==> config.mk <==
export PLATFORM = sky130hd
export DESIGN_NAME = inference_sequencer_flat
export DESIGN_NICKNAME = d
export VERILOG_FILES = /design/src/rtl/inference_sequencer_if.sv /design/src/rtl/inference_sequencer.sv /design/src/flat_wrapper.sv
export SDC_FILE = /design/constraint.sdc
export NUM_CORES = 1
export LEC_CHECK = 0
export CAP_MARGIN = 30
export CELL_PAD_IN_SITES_DETAIL_PLACEMENT = 1
export CELL_PAD_IN_SITES_GLOBAL_PLACEMENT = 1
export CORE_MARGIN = 4
export CORE_UTILIZATION = 36
export CTS_CLUSTER_DIAMETER = 80
export DETAILED_ROUTE_END_ITERATION = 8
export GPL_ROUTABILITY_DRIVEN = 0
export PLACE_DENSITY = 0.86
export SKIP_CTS_REPAIR_TIMING = 1
export SLEW_MARGIN = 20
export SYNTH_ARGS = -nofsm -noshare
export SYNTH_HDL_FRONTEND = slang
export SYNTH_SLANG_ARGS = --single-unit
==> constraint.sdc <==
create_clock -name s00_axis_aclk -period 2.8 [get_ports s00_axis_aclk]
set_input_delay 0.42 -clock s00_axis_aclk [delete_from_list [all_inputs] [get_ports s00_axis_aclk]]
set_output_delay 0.42 -clock s00_axis_aclk [all_outputs]
set_load 0.01 [all_outputs]
==> src/rtl/inference_sequencer_if.sv <==
// Bundle of every non-clock signal of the inference sequencer.
// The slave modport is the sequencer's view; master is the surrounding system.
interface inference_sequencer_if #(
    parameter int DATA_WIDTH = 64,
    parameter int IDX_WIDTH  = 4
);
    logic [DATA_WIDTH-1:0]   s_axis_tdata;
    logic                    s_axis_tvalid;
    logic                    s_axis_tlast;
    logic                    s_axis_tready;

    logic                    pkt_valid;
    logic [IDX_WIDTH-1:0]    pkt_idx;
    logic [DATA_WIDTH-1:0]   pkt_data;
    logic                    core_abort;
    logic                    core_finish;
    logic [DATA_WIDTH-1:0]   core_result;

    logic [DATA_WIDTH-1:0]   m_axis_tdata;
    logic [DATA_WIDTH/8-1:0] m_axis_tkeep;
    logic                    m_axis_tvalid;
    logic                    m_axis_tlast;
    logic                    m_axis_tready;

    logic                    err_clr;
    logic                    err_early_last;
    logic                    err_no_last;
    logic                    err_spurious;
    logic                    err_timeout;
    logic [31:0]             image_count;

    modport slave (
        input  s_axis_tdata, s_axis_tvalid, s_axis_tlast,
        output s_axis_tready,
        output pkt_valid, pkt_idx, pkt_data, core_abort,
        input  core_finish, core_result,
        output m_axis_tdata, m_axis_tkeep, m_axis_tvalid, m_axis_tlast,
        input  m_axis_tready,
        input  err_clr,
        output err_early_last, err_no_last, err_spurious, err_timeout,
        output image_count
    );

    modport master (
        output s_axis_tdata, s_axis_tvalid, s_axis_tlast,
        input  s_axis_tready,
        input  pkt_valid, pkt_idx, pkt_data, core_abort,
        output core_finish, core_result,
        input  m_axis_tdata, m_axis_tkeep, m_axis_tvalid, m_axis_tlast,
        output m_axis_tready,
        output err_clr,
        input  err_early_last, err_no_last, err_spurious, err_timeout,
        input  image_count
    );
endinterface

==> src/rtl/inference_sequencer.sv <==
// Inference sequencer: streams one image of PACKETS_NUM beats into the
// inference core, waits (bounded) for its result and emits it as a single
// AXI-Stream beat. Framing errors, spurious finishes and timeouts are
// reported through sticky flags.
module inference_sequencer #(
    parameter int PACKETS_NUM        = 13,
    parameter int C_AXIS_TDATA_WIDTH = 64,
    parameter int TIMEOUT_CYCLES     = 4096
) (
    input  logic                  s00_axis_aclk,
    input  logic                  s00_axis_aresetn,
    inference_sequencer_if.slave  bus
);
    localparam int IDX_W  = (PACKETS_NUM > 1) ? $clog2(PACKETS_NUM) : 1;
    localparam int WAIT_W = $clog2(TIMEOUT_CYCLES + 1);

    localparam logic [IDX_W-1:0]  LAST_IDX     = IDX_W'(PACKETS_NUM - 1);
    localparam logic [IDX_W-1:0]  IDX_ONE      = IDX_W'(1);
    localparam logic [WAIT_W-1:0] WAIT_LAST    = WAIT_W'(TIMEOUT_CYCLES - 1);
    localparam logic [WAIT_W-1:0] WAIT_ONE     = WAIT_W'(1);

    localparam logic [1:0] ST_LOAD = 2'd0;
    localparam logic [1:0] ST_WAIT = 2'd1;
    localparam logic [1:0] ST_SEND = 2'd2;

    logic [1:0]        state;
    logic [IDX_W-1:0]  beat_cnt;
    logic [WAIT_W-1:0] wait_cnt;
    logic              ready_en;

    logic beat_accept;
    logic early_last;
    logic no_last;
    logic timeout_hit;
    logic spurious;
    logic out_handshake;

    // Upstream is only accepted in LOAD and never before the first edge after reset.
    assign bus.s_axis_tready = ready_en && (state == ST_LOAD);
    assign beat_accept       = bus.s_axis_tvalid && bus.s_axis_tready;
    assign early_last        = beat_accept && bus.s_axis_tlast && (beat_cnt != LAST_IDX);
    assign no_last           = beat_accept && !bus.s_axis_tlast && (beat_cnt == LAST_IDX);
    assign timeout_hit       = (state == ST_WAIT) && !bus.core_finish && (wait_cnt == WAIT_LAST);
    assign spurious          = bus.core_finish && (state != ST_WAIT);
    assign out_handshake     = (state == ST_SEND) && bus.m_axis_tready;

    // Output stream qualifiers derive straight from the state so reset clears them at once.
    assign bus.m_axis_tvalid = (state == ST_SEND);
    assign bus.m_axis_tlast  = (state == ST_SEND);
    assign bus.m_axis_tkeep  = (state == ST_SEND) ? '1 : '0;

    // Opens the upstream ready on the first clock edge after reset release.
    always_ff @(posedge s00_axis_aclk or negedge s00_axis_aresetn) begin
        if (!s00_axis_aresetn) begin
            ready_en <= 1'b0;
        end else begin
            ready_en <= 1'b1;
        end
    end

    // Main sequencing FSM with beat forwarding, result capture and image counting.
    always_ff @(posedge s00_axis_aclk or negedge s00_axis_aresetn) begin
        if (!s00_axis_aresetn) begin
            state            <= ST_LOAD;
            beat_cnt         <= '0;
            wait_cnt         <= '0;
            bus.pkt_valid    <= 1'b0;
            bus.pkt_idx      <= '0;
            bus.pkt_data     <= '0;
            bus.core_abort   <= 1'b0;
            bus.m_axis_tdata <= '0;
            bus.image_count  <= '0;
        end else begin
            bus.pkt_valid  <= 1'b0;
            bus.core_abort <= 1'b0;
            case (state)
                ST_LOAD: begin
                    wait_cnt <= '0;
                    if (beat_accept) begin
                        if (early_last) begin
                            bus.core_abort <= 1'b1;
                            beat_cnt       <= '0;
                        end else begin
                            bus.pkt_valid <= 1'b1;
                            bus.pkt_idx   <= beat_cnt;
                            bus.pkt_data  <= bus.s_axis_tdata;
                            if (beat_cnt == LAST_IDX) begin
                                beat_cnt <= '0;
                                state    <= ST_WAIT;
                            end else begin
                                beat_cnt <= beat_cnt + IDX_ONE;
                            end
                        end
                    end
                end
                ST_WAIT: begin
                    beat_cnt <= '0;
                    if (bus.core_finish) begin
                        bus.m_axis_tdata <= bus.core_result;
                        wait_cnt         <= '0;
                        state            <= ST_SEND;
                    end else if (timeout_hit) begin
                        bus.core_abort <= 1'b1;
                        wait_cnt       <= '0;
                        state          <= ST_LOAD;
                    end else begin
                        wait_cnt <= wait_cnt + WAIT_ONE;
                    end
                end
                ST_SEND: begin
                    beat_cnt <= '0;
                    wait_cnt <= '0;
                    if (out_handshake) begin
                        bus.image_count <= bus.image_count + 32'd1;
                        state           <= ST_LOAD;
                    end
                end
                default: begin
                    beat_cnt <= '0;
                    wait_cnt <= '0;
                    state    <= ST_LOAD;
                end
            endcase
        end
    end

    // Sticky error flags; a new error event in the same cycle beats err_clr.
    always_ff @(posedge s00_axis_aclk or negedge s00_axis_aresetn) begin
        if (!s00_axis_aresetn) begin
            bus.err_early_last <= 1'b0;
            bus.err_no_last    <= 1'b0;
            bus.err_spurious   <= 1'b0;
            bus.err_timeout    <= 1'b0;
        end else begin
            bus.err_early_last <= early_last  ? 1'b1 : (bus.err_clr ? 1'b0 : bus.err_early_last);
            bus.err_no_last    <= no_last     ? 1'b1 : (bus.err_clr ? 1'b0 : bus.err_no_last);
            bus.err_spurious   <= spurious    ? 1'b1 : (bus.err_clr ? 1'b0 : bus.err_spurious);
            bus.err_timeout    <= timeout_hit ? 1'b1 : (bus.err_clr ? 1'b0 : bus.err_timeout);
        end
    end
endmodule

==> src/flat_wrapper.sv <==
// flat-port wrapper written by rule: the top's interface ports become plain ports
module inference_sequencer_flat 
#(
    parameter int PACKETS_NUM        = 13,
    parameter int C_AXIS_TDATA_WIDTH = 64,
    parameter int TIMEOUT_CYCLES     = 4096
)
  (s00_axis_aclk, s00_axis_aresetn, bus_s_axis_tdata, bus_s_axis_tvalid, bus_s_axis_tlast, bus_s_axis_tready, bus_pkt_valid, bus_pkt_idx, bus_pkt_data, bus_core_abort, bus_core_finish, bus_core_result, bus_m_axis_tdata, bus_m_axis_tkeep, bus_m_axis_tvalid, bus_m_axis_tlast, bus_m_axis_tready, bus_err_clr, bus_err_early_last, bus_err_no_last, bus_err_spurious, bus_err_timeout, bus_image_count);
  inference_sequencer_if #(.DATA_WIDTH(64), .IDX_WIDTH(4)) bus_i ();
  input  logic s00_axis_aclk;
  input  logic s00_axis_aresetn;
  input wire logic [$bits(bus_i.s_axis_tdata)-1:0] bus_s_axis_tdata;
  input wire logic [$bits(bus_i.s_axis_tvalid)-1:0] bus_s_axis_tvalid;
  input wire logic [$bits(bus_i.s_axis_tlast)-1:0] bus_s_axis_tlast;
  output wire logic [$bits(bus_i.s_axis_tready)-1:0] bus_s_axis_tready;
  output wire logic [$bits(bus_i.pkt_valid)-1:0] bus_pkt_valid;
  output wire logic [$bits(bus_i.pkt_idx)-1:0] bus_pkt_idx;
  output wire logic [$bits(bus_i.pkt_data)-1:0] bus_pkt_data;
  output wire logic [$bits(bus_i.core_abort)-1:0] bus_core_abort;
  input wire logic [$bits(bus_i.core_finish)-1:0] bus_core_finish;
  input wire logic [$bits(bus_i.core_result)-1:0] bus_core_result;
  output wire logic [$bits(bus_i.m_axis_tdata)-1:0] bus_m_axis_tdata;
  output wire logic [$bits(bus_i.m_axis_tkeep)-1:0] bus_m_axis_tkeep;
  output wire logic [$bits(bus_i.m_axis_tvalid)-1:0] bus_m_axis_tvalid;
  output wire logic [$bits(bus_i.m_axis_tlast)-1:0] bus_m_axis_tlast;
  input wire logic [$bits(bus_i.m_axis_tready)-1:0] bus_m_axis_tready;
  input wire logic [$bits(bus_i.err_clr)-1:0] bus_err_clr;
  output wire logic [$bits(bus_i.err_early_last)-1:0] bus_err_early_last;
  output wire logic [$bits(bus_i.err_no_last)-1:0] bus_err_no_last;
  output wire logic [$bits(bus_i.err_spurious)-1:0] bus_err_spurious;
  output wire logic [$bits(bus_i.err_timeout)-1:0] bus_err_timeout;
  output wire logic [$bits(bus_i.image_count)-1:0] bus_image_count;
  assign bus_i.s_axis_tdata = bus_s_axis_tdata;
  assign bus_i.s_axis_tvalid = bus_s_axis_tvalid;
  assign bus_i.s_axis_tlast = bus_s_axis_tlast;
  assign bus_s_axis_tready = bus_i.s_axis_tready;
  assign bus_pkt_valid = bus_i.pkt_valid;
  assign bus_pkt_idx = bus_i.pkt_idx;
  assign bus_pkt_data = bus_i.pkt_data;
  assign bus_core_abort = bus_i.core_abort;
  assign bus_i.core_finish = bus_core_finish;
  assign bus_i.core_result = bus_core_result;
  assign bus_m_axis_tdata = bus_i.m_axis_tdata;
  assign bus_m_axis_tkeep = bus_i.m_axis_tkeep;
  assign bus_m_axis_tvalid = bus_i.m_axis_tvalid;
  assign bus_m_axis_tlast = bus_i.m_axis_tlast;
  assign bus_i.m_axis_tready = bus_m_axis_tready;
  assign bus_i.err_clr = bus_err_clr;
  assign bus_err_early_last = bus_i.err_early_last;
  assign bus_err_no_last = bus_i.err_no_last;
  assign bus_err_spurious = bus_i.err_spurious;
  assign bus_err_timeout = bus_i.err_timeout;
  assign bus_image_count = bus_i.image_count;
  inference_sequencer #(.PACKETS_NUM(PACKETS_NUM), .C_AXIS_TDATA_WIDTH(C_AXIS_TDATA_WIDTH), .TIMEOUT_CYCLES(TIMEOUT_CYCLES)) u_core (.s00_axis_aclk(s00_axis_aclk), .s00_axis_aresetn(s00_axis_aresetn), .bus(bus_i));
endmodule
# Word level (Yosys, flattened, before mapping)
# Cells that the tools add are included.
# totals
inputBits	135
word_cells	78
register_bits	190
# op_classes
n_mux	28
n_eq_ne	11
addsub	3
n_reduce_logical	21
n_bitwise	1
# ops
op	n
2-to-1 mux 13 bit	3
adder 32 x 1 -> 32 bit (second input constant)	1
2-to-1 mux 4 bit	4
adder 13 x 1 -> 13 bit (second input constant)	1
== test 13 x 12 -> 1 bit (second input constant)	1
2-to-1 mux 1 bit	12
2-to-1 mux 2 bit	6
logical AND 1 bit	10
2-to-1 mux 8 bit	1
nonzero test 2 bit	4
!= test 2 x 1 -> 1 bit (second input constant)	3
case mux 2 bit (3 select lines)	1
AND reduction 5 bit	1
adder 4 x 1 -> 4 bit (second input constant)	1
== test 4 bit (second input constant)	1
!= test 2 bit (second input constant)	2
!= test 4 bit (second input constant)	1
AND reduction 2 bit	2
!= test 3 x 2 -> 1 bit (second input constant)	1
AND reduction 3 bit	1
== test 2 x 1 -> 1 bit (second input constant)	1
== test 2 bit (second input constant)	1
zero test 1 bit	2
zero test 2 bit	1
other kinds (2)	2

# Depth between registers and ports, before layout
# Gate-level depths: netlist of run 1.
# logic_depth
ltp_word	8
ltp_mapped	6
depth_no_buf	6

# Worst setup path after synthesis of run 1
# OpenSTA, ideal clock, no wires.
# synth_path
path_type	reg2reg
from	reg u_core.state[1]
to	reg u_core.bus.pkt_data[25]
n_path_buf	2
arrival_time_ns	1.763
slack_ns	0.913
stages_incl_launch_ff	7
cell_sequence	dfrtp_1 buf_2 nor3b_2 and2_4 a21boi_4 buf_6 mux2_2
# synth_between
elab_chain_cells	7
# synth_lines
element	line	text
start: declaration	inference_sequencer.sv:26	logic [1:0] state;
start signal: assignment	inference_sequencer.sv:64	state <= ST_LOAD;
start signal: assignment	inference_sequencer.sv:89	state <= ST_WAIT;
start signal: assignment	inference_sequencer.sv:101	state <= ST_SEND;
zero test 2 bit (*)	inference_sequencer.sv:39	assign bus.s_axis_tready = ready_en && (state == ST_LOAD);
logical AND 1 bit (*)	inference_sequencer.sv:39	
via bus_s_axis_tready	flat_wrapper.sv:15	output wire logic [$bits(bus_i.s_axis_tready)-1:0] bus_s_axis_tready;
logical AND 1 bit (*)	inference_sequencer.sv:40	assign beat_accept = bus.s_axis_tvalid && bus.s_axis_tready;
logical AND 1 bit (2 in a row)	inference_sequencer.sv:41	assign early_last = beat_accept && bus.s_axis_tlast && (beat_cnt != LAST_IDX);
NOT 1 bit (no source line)	--	
AND reduction 3 bit (no source line) (*)	--	
end signal: assignment	inference_sequencer.sv:86	bus.pkt_data <= bus.s_axis_tdata;
end: declaration	inference_sequencer_if.sv:35	output pkt_valid, pkt_idx, pkt_data, core_abort,
# Mark *: on every way through the listed nets, which the timed path passes. The rest lies on a longest branch.
# A chain may end at the register's enable or synchronous reset.

# Final worst setup path of run 1
# layout_path
from	reg u_core.state[1]
to	out bus_m_axis_tlast
# layout_between
elab_chain_cells	1
# layout_lines
element	line	text
== test 2 bit	inference_sequencer.sv:49	assign bus.m_axis_tlast = (state == ST_SEND);
end: declaration	flat_wrapper.sv:25	output wire logic [$bits(bus_i.m_axis_tlast)-1:0] bus_m_axis_tlast;
# No other way between the ends.

==> impl_metrics.toml, run 1 <==
[floorplanning]
coreArea_um2 = 20600
io_pins = 316
fp-row-count = 52
die_area_um2 = 23600
die_width_um = 154
die_h_um = 154
initial_utilization = 0.371

[yosys]
syn_avg_cell_area_um2 = 14.3
synthDistinctLibCells = 35
seq_area_frac_synth = 0.623
synth_cells = 532
synth_seq_cells = 190
synth.net_count = 671
yosysWarnings = 0
netlist_area_um2 = 7630

[power_and_ir_drop]
power.leakage_nw = 5.10
p_per_area_nw_per_um2 = 580
ir_drop_v = 0.000390
finalPower_mw = 6.83

[placed_design]
place_ws_ns = 0.444
port_buffers = 315
placed_area_um2 = 11200
dp_hpwl_mm = 18.3

[global_route]
antenna_found_initial = 0
grtUsageTotal = 0.203
grt_pass1_vias = 6380
overflow = 0
grt_max_degree = 83
grt_pass1_wl_mm = 37.3

[finish]
fin_area_um2 = 11800
antenna_cells = 0
synthToLayoutAreaGrowth_pct = 54.4
nets = 998
drive_gt1_frac = 0.180

[cts]
path_clk_slew_ns = 0.08
cts_root_buffer = "clkbuf_16"
clk_latency_ns = 0.43
clockBufferDepth = 2
cts_buffers = 17
clkSinkCount = 190
cts_tree = "done"
htreeDepth = 4

[routing]
dr.pass1.iters = 4
vias_per_cell = 4.81
ant_nets = 0
vias = 5497
dr.first_iter.drc_count = 148
drc = 0
wire_per_inst_um = 20.9
wl_mm = 23.9

[setup_path]
startpoint_type = "flip-flop"
cp.arrival_ns = 1.86
crit_path_end_kind = "output port"
cp_max_fo = 13
critPathRequiredTime_ns = 2.38
crit_type = "flip-flop to output port"

[timing]
min_period_ns = 2.28
worst_pin_slew_ns = 0.782
fmax_mhz = 439
setup_viol = 0
hold_viol = 0
fin_ws_ns = 0.521
fin_crit_sh = 0.814
rsz0062_at_grt = "false"
totalNegativeSetupSlack_ns = 0
skew_ns = 0.0120
maxSlewHeadroom = 0.474
fin_hold_ws_ns = 0.0240
slew_viol_final = 0

[status]
status = "completed"

[hold_path]
hold_class = "input port to asynchronous set/reset pin"

[run]
drv_cap = 0
==> where the power goes <==
group	total (mW)	switching (mW)	leakage, nW	internal [mW]
Combinational	1.25	0.477	2.35	0.776
Sequential	3.16	0.154	2.47	3.00
Clock	2.42	1.12	0.282	1.30
==> cell families after synthesis <==
family / after synthesis / share of synthesized area
flops: 190 / 0.623
mux: 133 / 0.196
simple gates: 112 / 0.0800
xor+xnor: 43 / 0.0494
buf+inv: 37 / 0.0307
compound gates: 12 / 0.0133
fa+ha+maj: 4 / 0.00656
other cells: 1 / 0.000492
==> routing by layer <==
layer,track usage,share of wire,vias to the layer above
li1,-,-,2498
met1,0.214,0.36,2773
met2,0.376,0.55,195
met3,0.0756,0.077,31
met4,0.0639,0.022,0
met5,0,0,-
==> final cells by class <==
type / count / area, um2
clock inverter: 12 / 125
timing repair buffer: 333 / 3420
inverter: 12 / 45.0
tap: 270 / 338
fill: 2052 / 8780
clock buffer: 20 / 457
multi-input combinational: 305 / 2640
sequential: 190 / 4750
==> placed cells by master, fill, tap and decap left out, drive strengths merged, types with 3 or more instances in the layout <==
master,synthesis,routed
nor2,24,24
dfrtp,190,190
nand2b,3,3
inv,12,19
buf,23,18
and3,6,6
clkbuf,2,21
xor2,10,10
nand4,16,16
nor3,9,9
nand2,15,15
nor4,6,6
clkdlybuf4s50,0,314
nand3,26,26
ha,4,4
mux2,133,133
xnor2,33,33
o21ai,5,5
==> critical path: stages (launching register included) <==
cell	delay, ns
dfrtp_1	0.39
buf_4	0.18
nor2b_1	0.13
buf_4	0.18
clkdlybuf4s50_1	0.55
==> Yosys cell counts, drive strengths merged <==
library cell | count | share of area
nor3b | 1 | 0.0016
a211o | 2 | 0.0023
and2 | 1 | 0.0011
o22ai | 1 | 0.00082
buf | 23 | 0.024
nand3b | 2 | 0.0020
and3 | 6 | 0.0049
o311a | 1 | 0.0013
mux2 | 133 | 0.20
clkbuf | 2 | 0.00098
o21ai | 5 | 0.0033
xnor2 | 33 | 0.038
nor4 | 6 | 0.0077
conb | 1 | 0.00049
or4 | 1 | 0.00098
nor2b | 1 | 0.00082
nand4 | 16 | 0.013
a311oi | 1 | 0.0020
nand3 | 26 | 0.017
nor2 | 24 | 0.012
a21boi | 1 | 0.0025
ha | 4 | 0.0066
o2bb2ai | 1 | 0.0011
nor3 | 9 | 0.0059
nand2b | 3 | 0.0025
nand2 | 15 | 0.0074
inv | 12 | 0.0059
dfrtp | 190 | 0.62
nand4b | 1 | 0.0031
xor2 | 10 | 0.011
==> worst paths after layout <==
check	end	cells after the start	slack [ns]	from
setup / recovery	bus_m_axis_tlast	4	0.52	u_core.state[1]$_DFFE_PN0P_
hold / removal	u_core.bus.pkt_data[8]$_DFFE_PN0P_	1	0.02	s00_axis_aresetn
setup reg to reg	u_core.bus.pkt_data[34]$_DFFE_PN0P_	5	0.62	u_core.state[0]$_DFFE_PN0P_
hold reg to reg	u_core.bus.pkt_data[13]$_DFFE_PN0P_	1	0.49	u_core.bus.pkt_data[13]$_DFFE_PN0P_
max in group asynchronous	u_core.bus.pkt_data[1]$_DFFE_PN0P_	2	2.01	s00_axis_aresetn
min in group s00_axis_aclk	u_core.bus.pkt_data[13]$_DFFE_PN0P_	1	0.49	u_core.bus.pkt_data[13]$_DFFE_PN0P_
==> flip-flops by register name, indices dropped and copies added, names as in the netlist <==
signal and count:
u_core.state 2, u_core.bus.image_count 32, u_core.bus.core_abort 1, u_core.beat_cnt 4, u_core.bus.err_spurious 1, u_core.bus.err_timeout 1
u_core.bus.pkt_idx 4, u_core.bus.err_early_last 1, u_core.bus.pkt_data 64, u_core.bus.m_axis_tdata 64, u_core.wait_cnt 13, u_core.bus.pkt_valid 1
u_core.bus.err_no_last 1, u_core.ready_en 1
==> metrics by stage <==
step                std cells   util
detailed placement       1110  0.544
CTS                      1142  0.573
global route             1142  0.573
floorplan                 532      -
finish                   1142  0.573
global placement         1110  0.544
No activity file was read; power rests on OpenSTA's default activity.
==> run 2: changes to the inputs <==
--- a/config.mk
+++ b/config.mk
@@ -9,11 +9,11 @@
 export CELL_PAD_IN_SITES_DETAIL_PLACEMENT = 1
 export CELL_PAD_IN_SITES_GLOBAL_PLACEMENT = 1
 export CORE_MARGIN = 4
-export CORE_UTILIZATION = 36
+export CORE_UTILIZATION = 30
 export CTS_CLUSTER_DIAMETER = 80
 export DETAILED_ROUTE_END_ITERATION = 8
 export GPL_ROUTABILITY_DRIVEN = 0
-export PLACE_DENSITY = 0.86
+export PLACE_DENSITY = 0.77
 export SKIP_CTS_REPAIR_TIMING = 1
 export SLEW_MARGIN = 20
 export SYNTH_ARGS = -nofsm -noshare
==> constraint.sdc (replaced) <==
create_clock -name s00_axis_aclk -period 1.9 [get_ports s00_axis_aclk]
set_input_delay 0.285 -clock s00_axis_aclk [delete_from_list [all_inputs] [get_ports s00_axis_aclk]]
set_output_delay 0.285 -clock s00_axis_aclk [all_outputs]
set_load 0.01 [all_outputs]
==> run 2 against run 1 <==
Clock-buffer cell count down 1. Die area increased by 19%. Sequential share of layout area fell by 1.3 points. Via count up 0.65%. Clock skew increased by 0.0078 ns. Final cell count rose by 7.7%. Largest cell class unchanged.
==> impl_metrics.toml, run 2 (synthesized netlist as in run 1, its figures left out) <==
[cts]
path_clk_slew_ns = 0.08
clockBufferDepth = 2
clk_latency_ns = 0.43
cts_tree = "done"
htreeDepth = 4
clkSinkCount = 190
cts_root_buffer = "clkbuf_16"
cts_buffers = 17

[status]
status = "completed"

[placed_design]
port_buffers = 315
dp_hpwl_mm = 17.1
place_ws_ns = -0.117
dp_cells = 1190

[global_route]
grtUsageTotal = 0.160
grt_pass1_vias = 6282
grt_pass1_wl_mm = 35.4
grt_max_degree = 47
antenna_found_initial = 0
overflow = 0

[routing]
ant_nets = 0
vias_per_cell = 4.50
wl_mm = 22.5
wire_per_inst_um = 18.3
dr.first_iter.drc_count = 201
drc = 0
vias = 5533
dr.pass1.iters = 6

[hold_path]
hold_class = "input port to asynchronous set/reset pin"

[finish]
top_regs = "u_core.bus.m_axis_tdata (64), u_core.bus.pkt_data (64), u_core.bus.image_count (32)"
nets = 1025
final_cell_mix = "clkdlybuf4s50_1 (303), dfrtp_1 (189), mux2_2 (100)"
stdcell_count = 1230
fin_util = 0.484
synthToLayoutAreaGrowth_pct = 59.4
drive_gt1_frac = 0.211
layout_commonest_cell = "clkdlybuf4s50_1"

[floorplanning]
fp-row-count = 58
die_area_um2 = 28000
io_pins = 316
coreArea_um2 = 25100
die_width_um = 167
initial_utilization = 0.304
die_h_um = 167

[setup_path]
worst_path_most_repeated_cell = "buf_4"
crit_path_cell_trace = "buf_4 -> a311oi_4 -> a21boi_4 -> buf_12 -> buf_4 -> buf_6 -> mux2_1"
crit_start = "u_core.state[1]$_DFFE_PN0P_"
reg2reg_depth = 7
crit_type = "flip-flop to flip-flop"
crit_path_end_kind = "flip-flop"
startpoint_type = "flip-flop"
slowest_stage = "dfrtp_2"
regToRegSetupSlack_ns = 0.05
cp_max_fo = 6
rr_endpoint = "u_core.bus.pkt_data[24]$_DFFE_PN0P_"
r2r_start = "u_core.state[1]$_DFFE_PN0P_"
slowest_delay_ns = 0.43
cp.arrival_ns = 2.15
critPathRequiredTime_ns = 2.20

[timing]
min_period_ns = 1.85
fin_ws_ns = 0.0470
skew_ns = 0.0198
rsz0062_at_grt = "true"
slew_viol_final = 0
fmax_mhz = 540
hold_viol = 0
setup_viol = 0
fin_hold_ws_ns = 0.366
fin_crit_sh = 0.975

[power_and_ir_drop]
p_per_area_nw_per_um2 = 824
sw_frac_of_total = 0.261
combPwrFrac = 0.187
seqPwrFrac = 0.462
ir_drop_v = 0.000426
power_frac_clock = 0.352
power.internal_mw = 7.41
power.leakage_nw = 5.45
switchingPower_mw = 2.62

[run]
drv_cap = 0
## run 2: power groups by stage
stage	registers (mW)	logic [mW]	clock network (mW)
after floorplan	4.87	0.367	0
after global placement	4.68	1.83	0
after detailed placement	4.70	1.86	0
after CTS	4.63	1.88	3.65
after global routing	4.69	2.00	3.83
final	4.63	1.87	3.53
## run 2: how the worst max path moves through the flow
stage / slack [ns] / cells after the start / end
after floorplan: 0.01 / 6 / u_core.bus.pkt_data[25]$_DFFE_PN0P_
after global placement: -0.08 / 7 / u_core.bus.image_count[18]$_DFFE_PN0P_
after detailed placement: -0.12 / 5 / u_core.bus.image_count[9]$_DFFE_PN0P_
after CTS: -0.36 / 4 / bus_m_axis_tkeep[5]
after global routing: -0.03 / 8 / u_core.bus.pkt_data[24]$_DFFE_PN0P_
final: 0.05 / 7 / u_core.bus.pkt_data[24]$_DFFE_PN0P_
## run 2: metrics by stage
stage | power (mW) | setup TNS (ns) | cell area (um2)
detailed placement | 6.57 | -4.42 | 11400
global placement | 6.51 | -2.76 | 11400
CTS | 10.2 | -3.59 | 12000
finish | 10.0 | 0 | 12200
global route | 10.5 | -0.222 | 12200
floorplan | 5.23 | 0 | 7630
## run 2: area by class of cell
type | instances | area [um2]
fill | 2634 | 12900
sequential | 190 | 4760
timing repair buffer | 360 | 3690
multi-input combinational | 305 | 2680
clock buffer | 19 | 453
tap | 330 | 413
clock inverter | 13 | 124
inverter | 12 | 45.0
antenna | 1 | 2.50
## run 2: metal layers
layer	global-route usage	share of wire
met5	0	0
met2	0.287	0.53
met4	0.0487	0.018
met1	0.179	0.39
met3	0.0543	0.066
## run 2: critical path, delay by kind of cell (launching register included)
family / cells / cell delay [ns]
mux: 1 / 0.30
buf+inv: 4 / 0.56
compound gates: 2 / 0.43
flops: 1 / 0.43
==> run 3: changes to the inputs <==
--- a/config.mk
+++ b/config.mk
@@ -5,12 +5,14 @@
 export SDC_FILE = /design/constraint.sdc
 export NUM_CORES = 1
 export LEC_CHECK = 0
-export CAP_MARGIN = 30
+export ABC_CLOCK_PERIOD_IN_PS = 1900
+export CAP_MARGIN = 15
 export CELL_PAD_IN_SITES_DETAIL_PLACEMENT = 1
 export CELL_PAD_IN_SITES_GLOBAL_PLACEMENT = 1
 export CORE_MARGIN = 4
 export CORE_UTILIZATION = 30
 export CTS_CLUSTER_DIAMETER = 80
+export CTS_CLUSTER_SIZE = 12
 export DETAILED_ROUTE_END_ITERATION = 8
 export GPL_ROUTABILITY_DRIVEN = 0
 export PLACE_DENSITY = 0.77
==> results of run 3 <==
The final DEF is identical to that of run 2; final timing and power are the same.
